## src/rtl/imm_gen_pipe.sv

```systemverilog
// ----------------------------------------------------------------------------
// imm_gen_pipe
//   Registered RV32/RV64 immediate generator for the decode stage. Each
//   instruction accepted on the input handshake is decoded into its extended
//   immediate, format code and illegal-opcode flag. The result leaves on the
//   output handshake one cycle later, together with its sideband tag. A
//   two-entry skid (output register + skid register) gives full throughput
//   and strict FIFO order under backpressure.
//
// Ports
//   clk          in   1      clock, rising edge
//   rst          in   1      asynchronous reset, active-high
//   flush        in   1      synchronous flush, drops all buffered entries
//   in_valid     in   1      instruction valid
//   in_ready     out  1      buffer can accept this cycle (registered)
//   in_instr     in   32     full instruction word
//   in_tag       in   TAG_W  sideband tag
//   out_valid    out  1      output entry valid
//   out_ready    in   1      consumer accepts the output entry
//   out_imm      out  XLEN   extended immediate
//   out_fmt      out  3      0 NONE, 1 I, 2 S, 3 B, 4 U, 5 J, 6 Z
//   out_illegal  out  1      opcode not recognised
//   out_tag      out  TAG_W  tag of the output entry
//   illegal_cnt  out  CNT_W  saturating count of accepted illegal opcodes
// ----------------------------------------------------------------------------
module imm_gen_pipe #(
    parameter int XLEN     = 32,
    parameter int TAG_W    = 8,
    parameter bit ZICSR_EN = 1'b1,
    parameter int CNT_W    = 16
) (
    input  logic             clk,
    input  logic             rst,
    input  logic             flush,
    input  logic             in_valid,
    output logic             in_ready,
    input  logic [31:0]      in_instr,
    input  logic [TAG_W-1:0] in_tag,
    output logic             out_valid,
    input  logic             out_ready,
    output logic [XLEN-1:0]  out_imm,
    output logic [2:0]       out_fmt,
    output logic             out_illegal,
    output logic [TAG_W-1:0] out_tag,
    output logic [CNT_W-1:0] illegal_cnt
);

    localparam logic [2:0] FMT_NONE = 3'd0;
    localparam logic [2:0] FMT_I    = 3'd1;
    localparam logic [2:0] FMT_S    = 3'd2;
    localparam logic [2:0] FMT_B    = 3'd3;
    localparam logic [2:0] FMT_U    = 3'd4;
    localparam logic [2:0] FMT_J    = 3'd5;
    localparam logic [2:0] FMT_Z    = 3'd6;

    localparam logic [CNT_W-1:0] CNT_MAX = {CNT_W{1'b1}};

    // ------------------------------------------------------------------
    // Combinational decode of the incoming word
    // ------------------------------------------------------------------
    logic [6:0]      w_opc;
    logic [31:0]     w_imm32;
    logic [2:0]      w_fmt;
    logic            w_illegal;
    logic [XLEN-1:0] w_imm;

    assign w_opc = in_instr[6:0];

    always_comb begin
        w_imm32   = 32'd0;
        w_fmt     = FMT_NONE;
        w_illegal = 1'b0;
        case (w_opc)
            7'b0010011, 7'b0000011, 7'b1100111: begin
                w_fmt   = FMT_I;
                w_imm32 = {{20{in_instr[31]}}, in_instr[31:20]};
            end
            7'b0011011: begin
                // OP-IMM-32 only exists on RV64
                if (XLEN == 64) begin
                    w_fmt   = FMT_I;
                    w_imm32 = {{20{in_instr[31]}}, in_instr[31:20]};
                end else begin
                    w_illegal = 1'b1;
                end
            end
            7'b0100011: begin
                w_fmt   = FMT_S;
                w_imm32 = {{20{in_instr[31]}}, in_instr[31:25], in_instr[11:7]};
            end
            7'b1100011: begin
                w_fmt   = FMT_B;
                w_imm32 = {{20{in_instr[31]}}, in_instr[7], in_instr[30:25],
                           in_instr[11:8], 1'b0};
            end
            7'b0110111, 7'b0010111: begin
                w_fmt   = FMT_U;
                w_imm32 = {in_instr[31:12], 12'd0};
            end
            7'b1101111: begin
                w_fmt   = FMT_J;
                w_imm32 = {{12{in_instr[31]}}, in_instr[19:12], in_instr[20],
                           in_instr[30:21], 1'b0};
            end
            7'b1110011: begin
                // funct3[2] selects the immediate CSR forms; others carry no imm
                if (ZICSR_EN && in_instr[14]) begin
                    w_fmt   = FMT_Z;
                    w_imm32 = {27'd0, in_instr[19:15]};
                end
            end
            7'b0110011, 7'b0001111: begin
                w_fmt = FMT_NONE;
            end
            7'b0111011: begin
                // OP-32 only exists on RV64
                if (XLEN != 64) begin
                    w_illegal = 1'b1;
                end
            end
            default: begin
                w_illegal = 1'b1;
            end
        endcase
    end

    // Every 32-bit form above is already sign-correct at bit 31 (zimm has a
    // zero there), so one sign extension to XLEN covers all formats.
    assign w_imm = XLEN'($signed(w_imm32));

    // ------------------------------------------------------------------
    // Output register + skid register
    // ------------------------------------------------------------------
    logic             r_out_valid;
    logic [XLEN-1:0]  r_out_imm;
    logic [2:0]       r_out_fmt;
    logic             r_out_illegal;
    logic [TAG_W-1:0] r_out_tag;

    logic             r_skid_valid;
    logic [XLEN-1:0]  r_skid_imm;
    logic [2:0]       r_skid_fmt;
    logic             r_skid_illegal;
    logic [TAG_W-1:0] r_skid_tag;

    logic [CNT_W-1:0] r_illegal_cnt;

    logic w_accept;
    logic w_drain;

    assign in_ready = ~r_skid_valid;
    assign w_accept = in_valid & ~r_skid_valid;
    assign w_drain  = r_out_valid & out_ready;

    always_ff @(posedge clk or posedge rst) begin
        if (rst) begin
            r_out_valid    <= 1'b0;
            r_out_imm      <= '0;
            r_out_fmt      <= FMT_NONE;
            r_out_illegal  <= 1'b0;
            r_out_tag      <= '0;
            r_skid_valid   <= 1'b0;
            r_skid_imm     <= '0;
            r_skid_fmt     <= FMT_NONE;
            r_skid_illegal <= 1'b0;
            r_skid_tag     <= '0;
        end else if (flush) begin
            r_out_valid  <= 1'b0;
            r_skid_valid <= 1'b0;
        end else if (r_skid_valid) begin
            // in_ready is low here, so no accept can happen this cycle
            if (w_drain) begin
                r_out_imm     <= r_skid_imm;
                r_out_fmt     <= r_skid_fmt;
                r_out_illegal <= r_skid_illegal;
                r_out_tag     <= r_skid_tag;
                r_skid_valid  <= 1'b0;
            end
        end else if (w_accept) begin
            if (!r_out_valid || w_drain) begin
                r_out_valid   <= 1'b1;
                r_out_imm     <= w_imm;
                r_out_fmt     <= w_fmt;
                r_out_illegal <= w_illegal;
                r_out_tag     <= in_tag;
            end else begin
                r_skid_valid   <= 1'b1;
                r_skid_imm     <= w_imm;
                r_skid_fmt     <= w_fmt;
                r_skid_illegal <= w_illegal;
                r_skid_tag     <= in_tag;
            end
        end else if (w_drain) begin
            r_out_valid <= 1'b0;
        end
    end

    always_ff @(posedge clk or posedge rst) begin
        if (rst) begin
            r_illegal_cnt <= '0;
        end else if (!flush && w_accept && w_illegal && (r_illegal_cnt != CNT_MAX)) begin
            r_illegal_cnt <= r_illegal_cnt + CNT_W'(1);
        end
    end

    assign out_valid   = r_out_valid;
    assign out_imm     = r_out_imm;
    assign out_fmt     = r_out_fmt;
    assign out_illegal = r_out_illegal;
    assign out_tag     = r_out_tag;
    assign illegal_cnt = r_illegal_cnt;

endmodule

```

## config.mk

```make
export PLATFORM = sky130hd
export DESIGN_NAME = imm_gen_pipe
export DESIGN_NICKNAME = d
export VERILOG_FILES = /design/src/rtl/imm_gen_pipe.sv
export SDC_FILE = /design/constraint.sdc
export NUM_CORES = 1
export LEC_CHECK = 0
export BUFFER_PORTS_ARGS = -buffer_cell sky130_fd_sc_hd__buf_2
export CAP_MARGIN = 20
export CORE_MARGIN = 3
export CORE_UTILIZATION = 61
export CTS_BUF_LIST = sky130_fd_sc_hd__clkbuf_8
export CTS_CLUSTER_SIZE = 40
export DETAILED_ROUTE_END_ITERATION = 8
export GPL_ROUTABILITY_DRIVEN = 0
export HOLD_SLACK_MARGIN = 0.05
export PLACE_DENSITY = 0.88
export SLEW_MARGIN = 20
export SYNTH_ARGS = -nofsm -noshare
export SYNTH_HDL_FRONTEND = slang
export SYNTH_SLANG_ARGS = --single-unit
```

## constraint.sdc

```tcl
create_clock -name clk -period 7.53 [get_ports clk]
set_clock_uncertainty 0.05 [all_clocks]
set_input_delay 0 -clock clk [delete_from_list [all_inputs] [get_ports clk]]
set_output_delay 0 -clock clk [all_outputs]
set_load 0.005 [all_outputs]
```

# Word level (Yosys, flattened, before mapping)
# Index checks and enable logic that the tools add are counted.
# word_totals
ff_bits	106
inputBits	45
output_inout_bits	62
wordCells	78
# classes
add_sub_neg	1
eq_ne	15
muxes	31
bitwise_logic	5
reduce_logical	15
# ops
op	n
$pmux 32 s6	1
$mux 32	4
$mux 8	4
$eq 7x7->1 const B	4
$eq 7x6->1 const B	3
$pmux 3 s6	1
$add 16x1->16 const B	1
$ne 16x16->1 const B	1
$mux 1	15
$mux 3	5
$eq 7x5->1 const B	2
$reduce_or 11->1	1
$reduce_and 4->1	2
$eq 7x2->1 const B	1
$eq 7x4->1 const B	1
$mux 5	1
$reduce_bool 2->1	2
$logic_and 1x1->1	3
$ne 3x2->1 const B	1
$not 1->1	3
$reduce_and 3->1	1
$reduce_bool 3->1	1
$reduce_or 3->1	1
$and 1x1->1	2
5 further kinds	6

# Logic depth before layout (Yosys ltp)
# Gate-level depths: netlist (run 1).
# logic_depth
word_depth	6
mapped_depth	7
mapped_depth_nobuf	6

# Worst setup path before layout (run 1)
# Ideal clock, no wire load.
# synth_path
kind	register to register
startpoint	register r_illegal_cnt[0] (netlist: illegal_cnt[0])
endpoint	register r_illegal_cnt[1] (netlist: illegal_cnt[1])
setup_time_ns	0.128
t_arrival_ns	1.696
required_ns	7.352
path_slack_ns	5.657
stages_incl_launch_ff	7
n_path_buf	0
synth_period_minus_slack_ns	1.873
path_cell_list	dfrtp_1 -> ha_1 -> and3_1 -> nand2_1 -> o31a_1 -> nand2_1 -> mux2_1
# synth_between
elab_chain_cells	2
word_cells_on_any_way	3
cone_classes	add/sub: 1; eq/ne: 1; reduce/logical: 1
# synth_rtl
item	line	source
start, declared	146	logic [CNT_W-1:0] r_illegal_cnt;
start signal, assigned	202	r_illegal_cnt <= r_illegal_cnt + CNT_W'(1);
branches (longest 2 deep; another with $add 16x1->16)	--	
# Several ways; the timed one is not identified.
# A chain may end at the register's enable or synchronous reset.

# Worst setup path after layout (run 1)
# layout_path
startpoint	register r_skid_valid
endpoint	register r_out_imm[25] (netlist: out_imm[25])
# layout_between
elab_chain_cells	4
word_cells_on_any_way	7
cone_classes	eq/ne: 1; mux: 1; bitwise: 2; reduce/logical: 3
# layout_rtl
item	line	source
start, declared	140	logic r_skid_valid;
start signal, assigned	162	r_skid_valid <= 1'b0;
start signal, assigned	169	r_skid_valid <= 1'b0;
start signal, assigned	177	r_skid_valid <= 1'b0;
$not 1->1 (no line)	--	
$and 1x1->1	152	assign w_accept = in_valid & ~r_skid_valid;
$reduce_bool 2->1 (no line)	--	
$reduce_and 4->1 (no line)	--	
end signal, assigned	173	r_out_imm <= r_skid_imm;
end signal, assigned	182	r_out_imm <= w_imm;
end, declared	135	logic [XLEN-1:0] r_out_imm;
# Parallel ways exist; a longest one is shown, timed or not.

==> run summary, run 1 <==
outcome: complete, no violations
cts repair resizes: 0
crit end category: register
worst slack at placement: 4.24 ns
Post-Syn Area per Cell: 9.83 um^2
FF+latch count, synth: 106
IO Port Bufs: 106
Core Area: 0.00797 mm^2
CP Data Required Time: 7.70 ns
pins over their slew limit: 0
FF-to-FF End: out_imm[25]$_DFFE_PP0P_
cells after synthesis: 523
num ports: 107
crit-path max FO: 37
initial antenna violation count: 0
critical path data arrival time: 3.51 ns
Worst R2R Path Depth: 7
CTS root buf: clkbuf_8
max cap viols: 0
Placed Area: 0.00568 mm^2
fmax: 0.299 GHz
Clock Path Buffers: 2
first-pass GRT wire length: 21700 um
final setup vio count: 0
Total Power: 1.31 mW
GRT overflow: 0
number of clock sinks: 106
fin crit share: 0.444
TritonCTS clock tree: built
final instance area: 0.00620 mm^2
vias in the first global route: 4396
n_diodes: 0
die area: 0.00957 mm^2
reg2reg start: r_skid_valid$_DFF_PP0_
CP cell instances: buf_4 > nand2_1 > a211oi_4 > buf_4 > nand2_2 > nor2_1 > a21oi_1
hold crit path type: primary input to async pin
via count: 4539
Post-route DRC: 0
Cell Pwr Density: 210 mW/mm^2
Synthesized Nets: 569
layout cells sized above 1: 0.253
unrepaired setup endpoints after global routing: false
Final ANT Viol Nets: 0
post-route non-filler standard cell count: 751
Yosys cell types: 54
setup slack, reg-to-reg: 4.18 ns
Rel. slew slack: 0.387
Area Growth Syn to Fin: 20.7%
FFs w/ async S/R, synth: 1.00
sequential fraction of the synthesis area: 0.516
setup TNS: 0 ns
Num CTS Buffers: 9
hpwl dp: 8490 um
synth warn: 0
First-pass DRT Iterations: 5
DR vias/cell: 6.04
final layout net count: 690
crit path launch type: register
total setup buffers inserted after CTS: 0
Max IR drop VDD: 0.000203 V
Final Hold Viols: 0
Setup CP Type: register to register
Hold Buf Count CTS: 33
CP most frequent cell: buf_4
Die Y-Extent: 97.8 um
worst stage delay on the critical path: 0.86 ns
PnR worst setup slack: 4.18 ns
row count: 32
Tightest Pin Transition: 0.916 ns
Final Util: 0.779
leakage: 2.77 nW
fillcell total: 525
DRT iter0 DRCs: 391
ys flop type: dfrtp_1
EDFF count, synth: 0
WL per Instance: 17.2 um
Worst Hold Slack: 0.0581 ns
Initial Util: 0.645
Total Wirelength: 12900 um
Die Span X: 97.8 um
worst-skew pair later-pin latency: 0.36 ns
Reg clk slew, reported paths: 0.11 ns
Total GRT Usage: 0.276
largest net degree at the start of global routing: 87
Mapped Area: 0.00514 mm^2
Tmin final: 3.35 ns
Slowest-stage cell, CP: dfrtp_1
DP Cell Count: 702
H-tree levels: 3
## worst max path at each step
stage	from	to	slack (ns)	cells past startpoint
after floorplan	rst	illegal_cnt[0]$_DFFE_PP0P_	4.69	1
after global placement	r_skid_valid$_DFF_PP0_	out_imm[28]$_DFFE_PP0P_	4.35	7
after detailed placement	r_skid_valid$_DFF_PP0_	out_imm[21]$_DFFE_PP0P_	4.24	7
after CTS	r_skid_valid$_DFF_PP0_	out_imm[27]$_DFFE_PP0P_	4.23	7
after global routing	r_skid_valid$_DFF_PP0_	out_imm[29]$_DFFE_PP0P_	3.88	7
final	r_skid_valid$_DFF_PP0_	out_imm[25]$_DFFE_PP0P_	4.18	7
## critical path, delay by kind of cell, from the launching register on
family	cells	cell delay, ns
buf+inv	2	0.79
simple gates	3	1.09
compound gates	2	0.39
flops	1	0.86
## cell type report
cell class / count / area, um^2 / share of cell area
Clock buffer: 10 / 138 / 0.0222
Clock inverter: 6 / 48.8 / 0.00787
Inverter: 7 / 28.8 / 0.00464
Multi-Input combinational cell: 375 / 2300 / 0.371
Sequential cell: 106 / 2650 / 0.428
Tap cell: 102 / 128 / 0.0206
Timing Repair Buffer: 145 / 910 / 0.147
## where the power goes
part	leakage (nW)	internal [mW]	switching, mW	total (mW)
Clock	0.0908	0.133	0.198	0.331
Combinational	1.31	0.128	0.139	0.267
Sequential	1.37	0.648	0.0595	0.707
## synth_stat cells, types with 2 or more instances
| library cell | instances | area share |
|---|---|---|
| a211oi_1 | 13 | 0.019 |
| a21oi_1 | 60 | 0.058 |
| a221oi_2 | 6 | 0.018 |
| a22o_1 | 6 | 0.010 |
| a41oi_1 | 2 | 0.0034 |
| and2_1 | 3 | 0.0037 |
| and3_1 | 7 | 0.0085 |
| and3b_1 | 2 | 0.0034 |
| and4_1 | 3 | 0.0051 |
| buf_1 | 2 | 0.0015 |
| buf_2 | 19 | 0.018 |
| clkbuf_1 | 12 | 0.0088 |
| dfrtp_1 | 106 | 0.52 |
| inv_1 | 7 | 0.0051 |
| mux2_2 | 10 | 0.022 |
| mux2i_1 | 10 | 0.019 |
| nand2_1 | 61 | 0.045 |
| nand2b_1 | 2 | 0.0024 |
| nand3_1 | 10 | 0.0097 |
| nand3_2 | 9 | 0.018 |
| nand4_1 | 6 | 0.0073 |
| nor2_1 | 36 | 0.026 |
| nor2_2 | 2 | 0.0024 |
| nor2b_1 | 2 | 0.0024 |
| nor3_1 | 4 | 0.0039 |
| nor3b_1 | 3 | 0.0044 |
| o211ai_1 | 2 | 0.0029 |
| o21ai_0 | 30 | 0.029 |
| o21ai_1 | 25 | 0.024 |
| o22ai_1 | 13 | 0.016 |
| o31ai_1 | 2 | 0.0029 |
| o32ai_1 | 2 | 0.0034 |
| or3_1 | 11 | 0.013 |
| xnor2_1 | 15 | 0.026 |
## cell usage in the layout, fill, tap and decap left out, drive strengths merged, types with 2 or more instances in the layout
cell type,synthesis,routed
clkinvlp,0,2
and4,3,3
mux2i,10,10
o21ai,55,55
mux2,11,11
o31ai,2,2
inv,7,9
clkinv,0,2
nor3b,3,3
dfrtp,106,106
xnor2,15,15
and3b,2,2
nand2,62,62
o22ai,13,13
a21oi,61,61
or3,11,11
nor3,4,4
nor2,39,39
a22o,6,6
o211ai,2,2
nand3,19,19
a41oi,2,2
and3,7,7
a221oi,6,6
dlygate4sd3,0,33
nand2b,3,3
o32ai,2,2
buf,23,112
clkbuf,12,10
nor2b,2,2
a211oi,14,14
and2,3,3
nand4,6,6
## sequential cells by signal, summed over array words and instances (netlist names)
| register | count |
|---|---|
| r_skid_illegal | 1 |
| r_skid_tag | 8 |
| out_illegal | 1 |
| out_tag | 8 |
| out_imm | 32 |
| r_skid_valid | 1 |
| r_skid_imm | 32 |
| r_skid_fmt | 3 |
| out_valid | 1 |
| illegal_cnt | 16 |
| out_fmt | 3 |
## per-layer routing
layer / vias up / GRT usage / share of wire
li1: 2117 / - / -
met1: 2211 / 0.392 / 0.42
met2: 195 / 0.453 / 0.50
met3: 16 / 0.0457 / 0.072
met4: 0 / 0.0639 / 0.013
met5: - / 0 / 0
## kinds of logic after synthesis
family	synth area share
AND/OR/NAND/NOR	0.166
flip-flops	0.516
AO/OA/AOI/OAI	0.209
buffers and inverters	0.0375
XOR/XNOR	0.0256
adder cells (fa/ha/maj)	0.00243
multiplexers	0.0436
(Power assumes the default switching activity.)
==> run 2: changes to the inputs <==
--- a/config.mk
+++ b/config.mk
@@ -8,13 +8,13 @@
 export BUFFER_PORTS_ARGS = -buffer_cell sky130_fd_sc_hd__buf_2
 export CAP_MARGIN = 20
 export CORE_MARGIN = 3
-export CORE_UTILIZATION = 61
+export CORE_UTILIZATION = 57
 export CTS_BUF_LIST = sky130_fd_sc_hd__clkbuf_8
 export CTS_CLUSTER_SIZE = 40
 export DETAILED_ROUTE_END_ITERATION = 8
 export GPL_ROUTABILITY_DRIVEN = 0
 export HOLD_SLACK_MARGIN = 0.05
-export PLACE_DENSITY = 0.88
+export PLACE_DENSITY = 0.83
 export SLEW_MARGIN = 20
 export SYNTH_ARGS = -nofsm -noshare
 export SYNTH_HDL_FRONTEND = slang
==> constraint.sdc (replaced) <==
create_clock -name clk -period 3.1 [get_ports clk]
set_clock_uncertainty 0.05 [all_clocks]
set_input_delay 0 -clock clk [delete_from_list [all_inputs] [get_ports clk]]
set_output_delay 0 -clock clk [all_outputs]
set_load 0.005 [all_outputs]
==> run 2 against run 1 <==
  * Clock power increased to 2.6 times the previous value
  * Largest cell class unchanged
  * Design area rose by 0.40%
  * Non-clock buffer count increased by 2
  * Sequential power increased by 140%
  * Hold slack better by 0.0049 ns
  * Largest power group unchanged
  * Sequential cell count unchanged
  * Clock-buffer cell count is the same
  * Via count decreased by 1.6%
==> run summary, run 2 (synthesis results as in run 1) <==
TritonCTS clock tree: built
row count: 34 (+6.3%)
Worst R2R Path Depth: 5 (-2)
fillcell total: 671 (+28%)
total setup buffers inserted after CTS: 0 (unchanged)
final instance area: 0.00623 mm^2 (+0.40%)
initial antenna violation count: 0 (unchanged)
most frequent cells in the layout: dfrtp_1, buf_2, nand2_1, a21oi_1, nor2_1
Sw Share: 0.291 (-0.0130)
outcome: complete, no violations
pins over their slew limit: 0 (unchanged)
IO Port Bufs: 106 (unchanged)
Setup CP Type: register to register
CP Data Required Time: 3.24 ns (-4.46 ns)
Core Area: 0.00872 mm^2 (+9.5%)
crit path launch: r_skid_valid$_DFF_PP0_
Tightest Pin Transition: 0.964 ns (+0.0478 ns)
leakage: 2.78 nW (+0.30%)
final layout net count: 692 (+0.29%)
critical path data arrival time: 2.52 ns (-0.99 ns)
Die Span X: 101 um (+3.2%)
internal power: 2.27 mW (+150%)
number of clock sinks: 106 (unchanged)
num ports: 107 (unchanged)
Worst Hold Slack: 0.0630 ns (+0.00488 ns)
Initial Util: 0.590 (-0.0557)
Post-route DRC: 0 (unchanged)
Max IR drop VDD: 0.000353 V (+74%)
crit end category: register
die area: 0.0102 mm^2 (+6.6%)
post-route non-filler standard cell count: 757 (+0.80%)
Area Growth Syn to Fin: 21.1%
reg2reg start: r_skid_valid$_DFF_PP0_
GRT overflow: 0 (unchanged)
via count: 4468 (-1.6%)
H-tree levels: 3 (unchanged)
largest net degree at the start of global routing: 65 (-25%)
hold path cells: 5
DRT iter0 DRCs: 304 (-22%)
CTS root buf: clkbuf_8
unrepaired setup endpoints after global routing: false
first-pass GRT wire length: 20600 um (-5.4%)
layout cells sized above 1: 0.254 (+0.00154)
Placed Area: 0.00571 mm^2 (+0.40%)
WL per Instance: 16.6 um (-3.4%)
fin crit share: 0.765 (+0.321)
Total Wirelength: 12600 um (-2.7%)
Total GRT Usage: 0.250 (-0.0262)
worst-skew pair later-pin latency: 0.36 ns (about the same)
DR vias/cell: 5.90 (-2.3%)
DP Cell Count: 710 (+1.1%)
Final Hold Viols: 0 (unchanged)
setup slack, reg-to-reg: 0.73 ns (-3.46 ns)
FF-to-FF End: out_imm[26]$_DFFE_PP0P_
Critical path destination: out_imm[26]$_DFFE_PP0P_
final setup vio count: 0 (unchanged)
First-pass DRT Iterations: 5 (unchanged)
Tmin final: 2.37 ns (-0.972 ns)
hold crit path type: primary input to register
vias in the first global route: 4233 (-3.7%)
Sw Pwr: 0.933 mW (+140%)
clock share of power: 0.264 (+0.010)
crit-path max FO: 15 (-59%)
max cap viols: 0 (unchanged)
Cell Pwr Density: 515 mW/mm^2 (+140%)
Rel. slew slack: 0.355 (-0.0320)
register share of total power: 0.534 (-0.008)
Reg clk slew, reported paths: 0.10 ns (about the same)
n_diodes: 0 (unchanged)
setup TNS: 0 ns (unchanged)
crit path launch type: register
Gate power share: 0.202 (-0.003)
hpwl dp: 8180 um (-3.7%)
Clock Path Buffers: 2 (unchanged)
Die Y-Extent: 101 um (+3.2%)
Final ANT Viol Nets: 0 (unchanged)
fmax: 0.421 GHz (+41%)
Num CTS Buffers: 9 (unchanged)
==> run 2: critical path, cell delays in order (launching register included) <==
cell and delay (ns):
dfrtp_1 0.47, nand2b_2 0.27, a211oi_4 0.26, nand2_2 0.25, nor2_1 0.74, a21oi_1 0.15
==> run 2: stage by stage <==
step | power (mW) | setup WS [ns] | utilization
after global placement | 2.32 | 0.855 | 0.654
after detailed placement | 2.35 | 0.762 | 0.654
after floorplan | 2.07 | 0.261 | -
final | 3.21 | 0.727 | 0.714
after global routing | 3.38 | 0.599 | 0.714
after CTS | 3.22 | 0.746 | 0.714
==> run 2: worst min path at each step <==
stage                     slack, ns                          end         from
after floorplan                0.01        out_valid$_DFFE_PP0P_        flush
after global placement         0.14  illegal_cnt[12]$_DFFE_PP0P_          rst
after detailed placement       0.14  illegal_cnt[11]$_DFFE_PP0P_          rst
after CTS                      0.07    r_skid_imm[2]$_DFFE_PP0P_  in_instr[9]
after global routing           0.10       out_imm[2]$_DFFE_PP0P_  in_instr[9]
final                          0.06    r_skid_imm[2]$_DFFE_PP0P_  in_instr[9]
==> run 2: routing by layer <==
| metal | wire [um] | part of all wire | GRT usage | up-vias |
|---|---|---|---|---|
| met5 | 0 | 0 | 0 | - |
| li1 | - | - | - | 2118 |
| met3 | 746 | 0.059 | 0.0422 | 17 |
| met2 | 6190 | 0.49 | 0.403 | 169 |
| met1 | 5500 | 0.44 | 0.358 | 2164 |
| met4 | 164 | 0.013 | 0.0573 | 0 |
==> run 2: what timing repair did <==
| item | CTS | global route |
|---|---|---|
| resized for setup | 0 | 0 |
| endpoints found under the setup margin | 0 | 0 |
| hold endpoints to repair | 141 | 0 |
| hold buffers | 33 | 0 |
==> run 2: power by group through the flow <==
stage | clock, mW | combinational [mW] | sequential [mW]
global route | 0.918 | 0.721 | 1.74
detailed placement | 0 | 0.614 | 1.74
global placement | 0 | 0.593 | 1.73
finish | 0.847 | 0.646 | 1.71
floorplan | 0 | 0.340 | 1.73
CTS | 0.860 | 0.649 | 1.71
==> run 2: area by class of cell <==
| type | instances | area [um^2] | area share |
|---|---|---|---|
| Tap cell | 108 | 135 | 0.0217 |
| Timing Repair Buffer | 147 | 921 | 0.148 |
| Inverter | 7 | 28.8 | 0.00462 |
| Sequential cell | 106 | 2650 | 0.426 |
| Multi-Input combinational cell | 375 | 2300 | 0.369 |
| Clock buffer | 10 | 138 | 0.0221 |
| Clock inverter | 4 | 53.8 | 0.00864 |
==> run 3: changes to the inputs <==
==> constraint.sdc (replaced) <==
create_clock -name clk -period 2.3 [get_ports clk]
set_clock_uncertainty 0.05 [all_clocks]
set_input_delay 0 -clock clk [delete_from_list [all_inputs] [get_ports clk]]
set_output_delay 0 -clock clk [all_outputs]
set_load 0.005 [all_outputs]
==> run 3 against run 2 <==
  * Critical path depth is 3 higher
  * Sequential cell count stayed put
  * First-iteration DRC count shrank 8.2%
  * Register-to-register slack got worse by 0.40 ns
  * Combinational power up 38%
  * Sequential power is 35% higher
  * Hold slack improved by 0.012 ns
==> run summary, run 3 (synthesis results as in run 1) <==
Rel. slew slack: 0.423 (+0.0686)
Total GRT Usage: 0.260 (+0.0103)
most frequent cells in the layout: dfrtp_1, buf_2, nand2_1, a21oi_1, nor2_1
hold crit path type: primary input to register
WL per Instance: 16.9 um (+1.6%)
unrepaired setup endpoints after global routing: false
fmax: 0.490 GHz
largest net degree at the start of global routing: 87 (+34%)
Num CTS Buffers: 9 (unchanged)
IO Port Bufs: 106 (unchanged)
Final ANT Viol Nets: 0 (unchanged)
fillcell total: 633 (-5.7%)
CTS root buf: clkbuf_8
row count: 34 (unchanged)
Total Wirelength: 13000 um (+3.0%)
crit path launch type: primary input
DP Cell Count: 719 (+1.3%)
Cell Pwr Density: 669 mW/mm^2 (+30%)
Core Area: 0.00872 mm^2 (unchanged)
pins over their slew limit: 0 (unchanged)
layout cells sized above 1: 0.261 (+0.00637)
crit-path max FO: 12 (-3)
Worst R2R Path Depth: 6 (+1)
DR vias/cell: 6.01 (+1.8%)
hold path cells: 5 (unchanged)
total setup buffers inserted after CTS: 0 (unchanged)
number of clock sinks: 106 (unchanged)
H-tree levels: 3 (unchanged)
Initial Util: 0.590 (unchanged)
DRT iter0 DRCs: 279 (-8.2%)
Die Y-Extent: 101 um (unchanged)
FF-to-FF End: r_skid_imm[12]$_DFFE_PP0P_
fin crit share: 0.888
Post-route DRC: 0 (unchanged)
crit end category: register
Hold Path Sink: r_skid_imm[3]$_DFFE_PP0P_
via count: 4616 (+3.3%)
setup slack, reg-to-reg: 0.33 ns (-0.40 ns)
Clock Path Buffers: 2 (unchanged)
Reg clk slew, reported paths: 0.10 ns (about the same)
first-pass GRT wire length: 21300 um (+3.5%)
reg2reg start: r_skid_valid$_DFF_PP0_
Die Span X: 101 um (unchanged)
Final Hold Viols: 0 (unchanged)
CP Data Required Time: 2.54 ns (-0.70 ns)
cts repair resizes: 0 (unchanged)
setup TNS: 0 ns (unchanged)
Area Growth Syn to Fin: 22.3%
Max IR drop VDD: 0.000463 V (+31%)
hold path startpoint: in_instr[10]
FF/Latch Area: 0.00265 mm^2 (unchanged)
die area: 0.0102 mm^2 (unchanged)
post-route non-filler standard cell count: 768 (+1.5%)
final layout net count: 702 (+1.4%)
num ports: 107 (unchanged)
final setup vio count: 0 (unchanged)
critical path data arrival time: 2.28 ns (-0.24 ns)
max cap viols: 0 (unchanged)
Hold Buf Count CTS: 34 (+3.0%)
Tmin final: 2.04 ns
n_diodes: 0 (unchanged)
outcome: complete, no violations
initial antenna violation count: 0 (unchanged)
worst-skew pair later-pin latency: 0.37 ns (about the same)
First-pass DRT Iterations: 5 (unchanged)
Tightest Pin Transition: 0.862 ns (-0.103 ns)
GRT overflow: 0 (unchanged)
Setup CP Type: primary input to register
vias in the first global route: 4364 (+3.1%)
leakage: 2.82 nW (+1.2%)
TritonCTS clock tree: built
hpwl dp: 8590 um (+5.1%)
area of the multi-input gates: 0.00230 mm^2 (about the same)
-- run 3: metal layers --
| metal | track usage | up-vias | wire length, um | part of all wire |
|---|---|---|---|---|
| met5 | 0 | - | 0 | 0 |
| met4 | 0.101 | 0 | 277 | 0.021 |
| met3 | 0.0353 | 29 | 817 | 0.063 |
| met2 | 0.431 | 207 | 6490 | 0.50 |
| met1 | 0.349 | 2234 | 5400 | 0.42 |
| li1 | - | 2146 | - | - |
-- run 3: power by group --
part           internal, mW  switching [mW]
registers              2.12           0.186
clock network         0.380           0.628
logic                 0.433           0.459
total                  2.93            1.27
-- run 3: critical path: stages --
cell	delay, ns
dlygate4sd3_1	0.52
buf_2	0.18
and3b_1	0.34
nand2_1	0.12
nor2_1	0.68
nor2_1	0.08
buf_4	0.21
a21oi_1	0.15
-- run 3: how the worst max path moves through the flow --
stage,end,slack [ns],from
2_1_floorplan,illegal_cnt[1]$_DFFE_PP0P_,0.43,illegal_cnt[0]$_DFFE_PP0P_
3_3_place_gp,r_skid_imm[2]$_DFFE_PP0P_,0.42,r_skid_valid$_DFF_PP0_
3_5_place_dp,out_imm[20]$_DFFE_PP0P_,0.36,in_instr[6]
4_1_cts,out_imm[20]$_DFFE_PP0P_,0.29,in_instr[3]
5_1_grt,r_skid_fmt[1]$_DFFE_PP0P_,0.15,r_skid_valid$_DFF_PP0_
6_report,out_imm[20]$_DFFE_PP0P_,0.26,in_instr[3]
-- run 3: final cells by class --
type | count | share of cell area
clock buffers | 9 | 0.0197
clock inverters | 6 | 0.00597
inverters | 7 | 0.00478
flip-flops and latches | 106 | 0.422
multi-input cells | 375 | 0.365
well taps | 108 | 0.0215
repair buffers | 157 | 0.161
-- run 3: metrics by stage --
stage,instance area (um^2),worst slack [ns],total power [mW],util,hold WS (ns)
after detailed placement,5790,0.363,3.18,0.664,-0.00195
final,6290,0.257,4.21,0.721,0.0747
after global routing,6290,0.153,4.43,0.721,0.103
after CTS,6290,0.291,4.22,0.721,0.0631
after global placement,5790,0.418,3.14,0.664,-0.00954
after floorplan,5140,0.427,2.79,-,0.0131
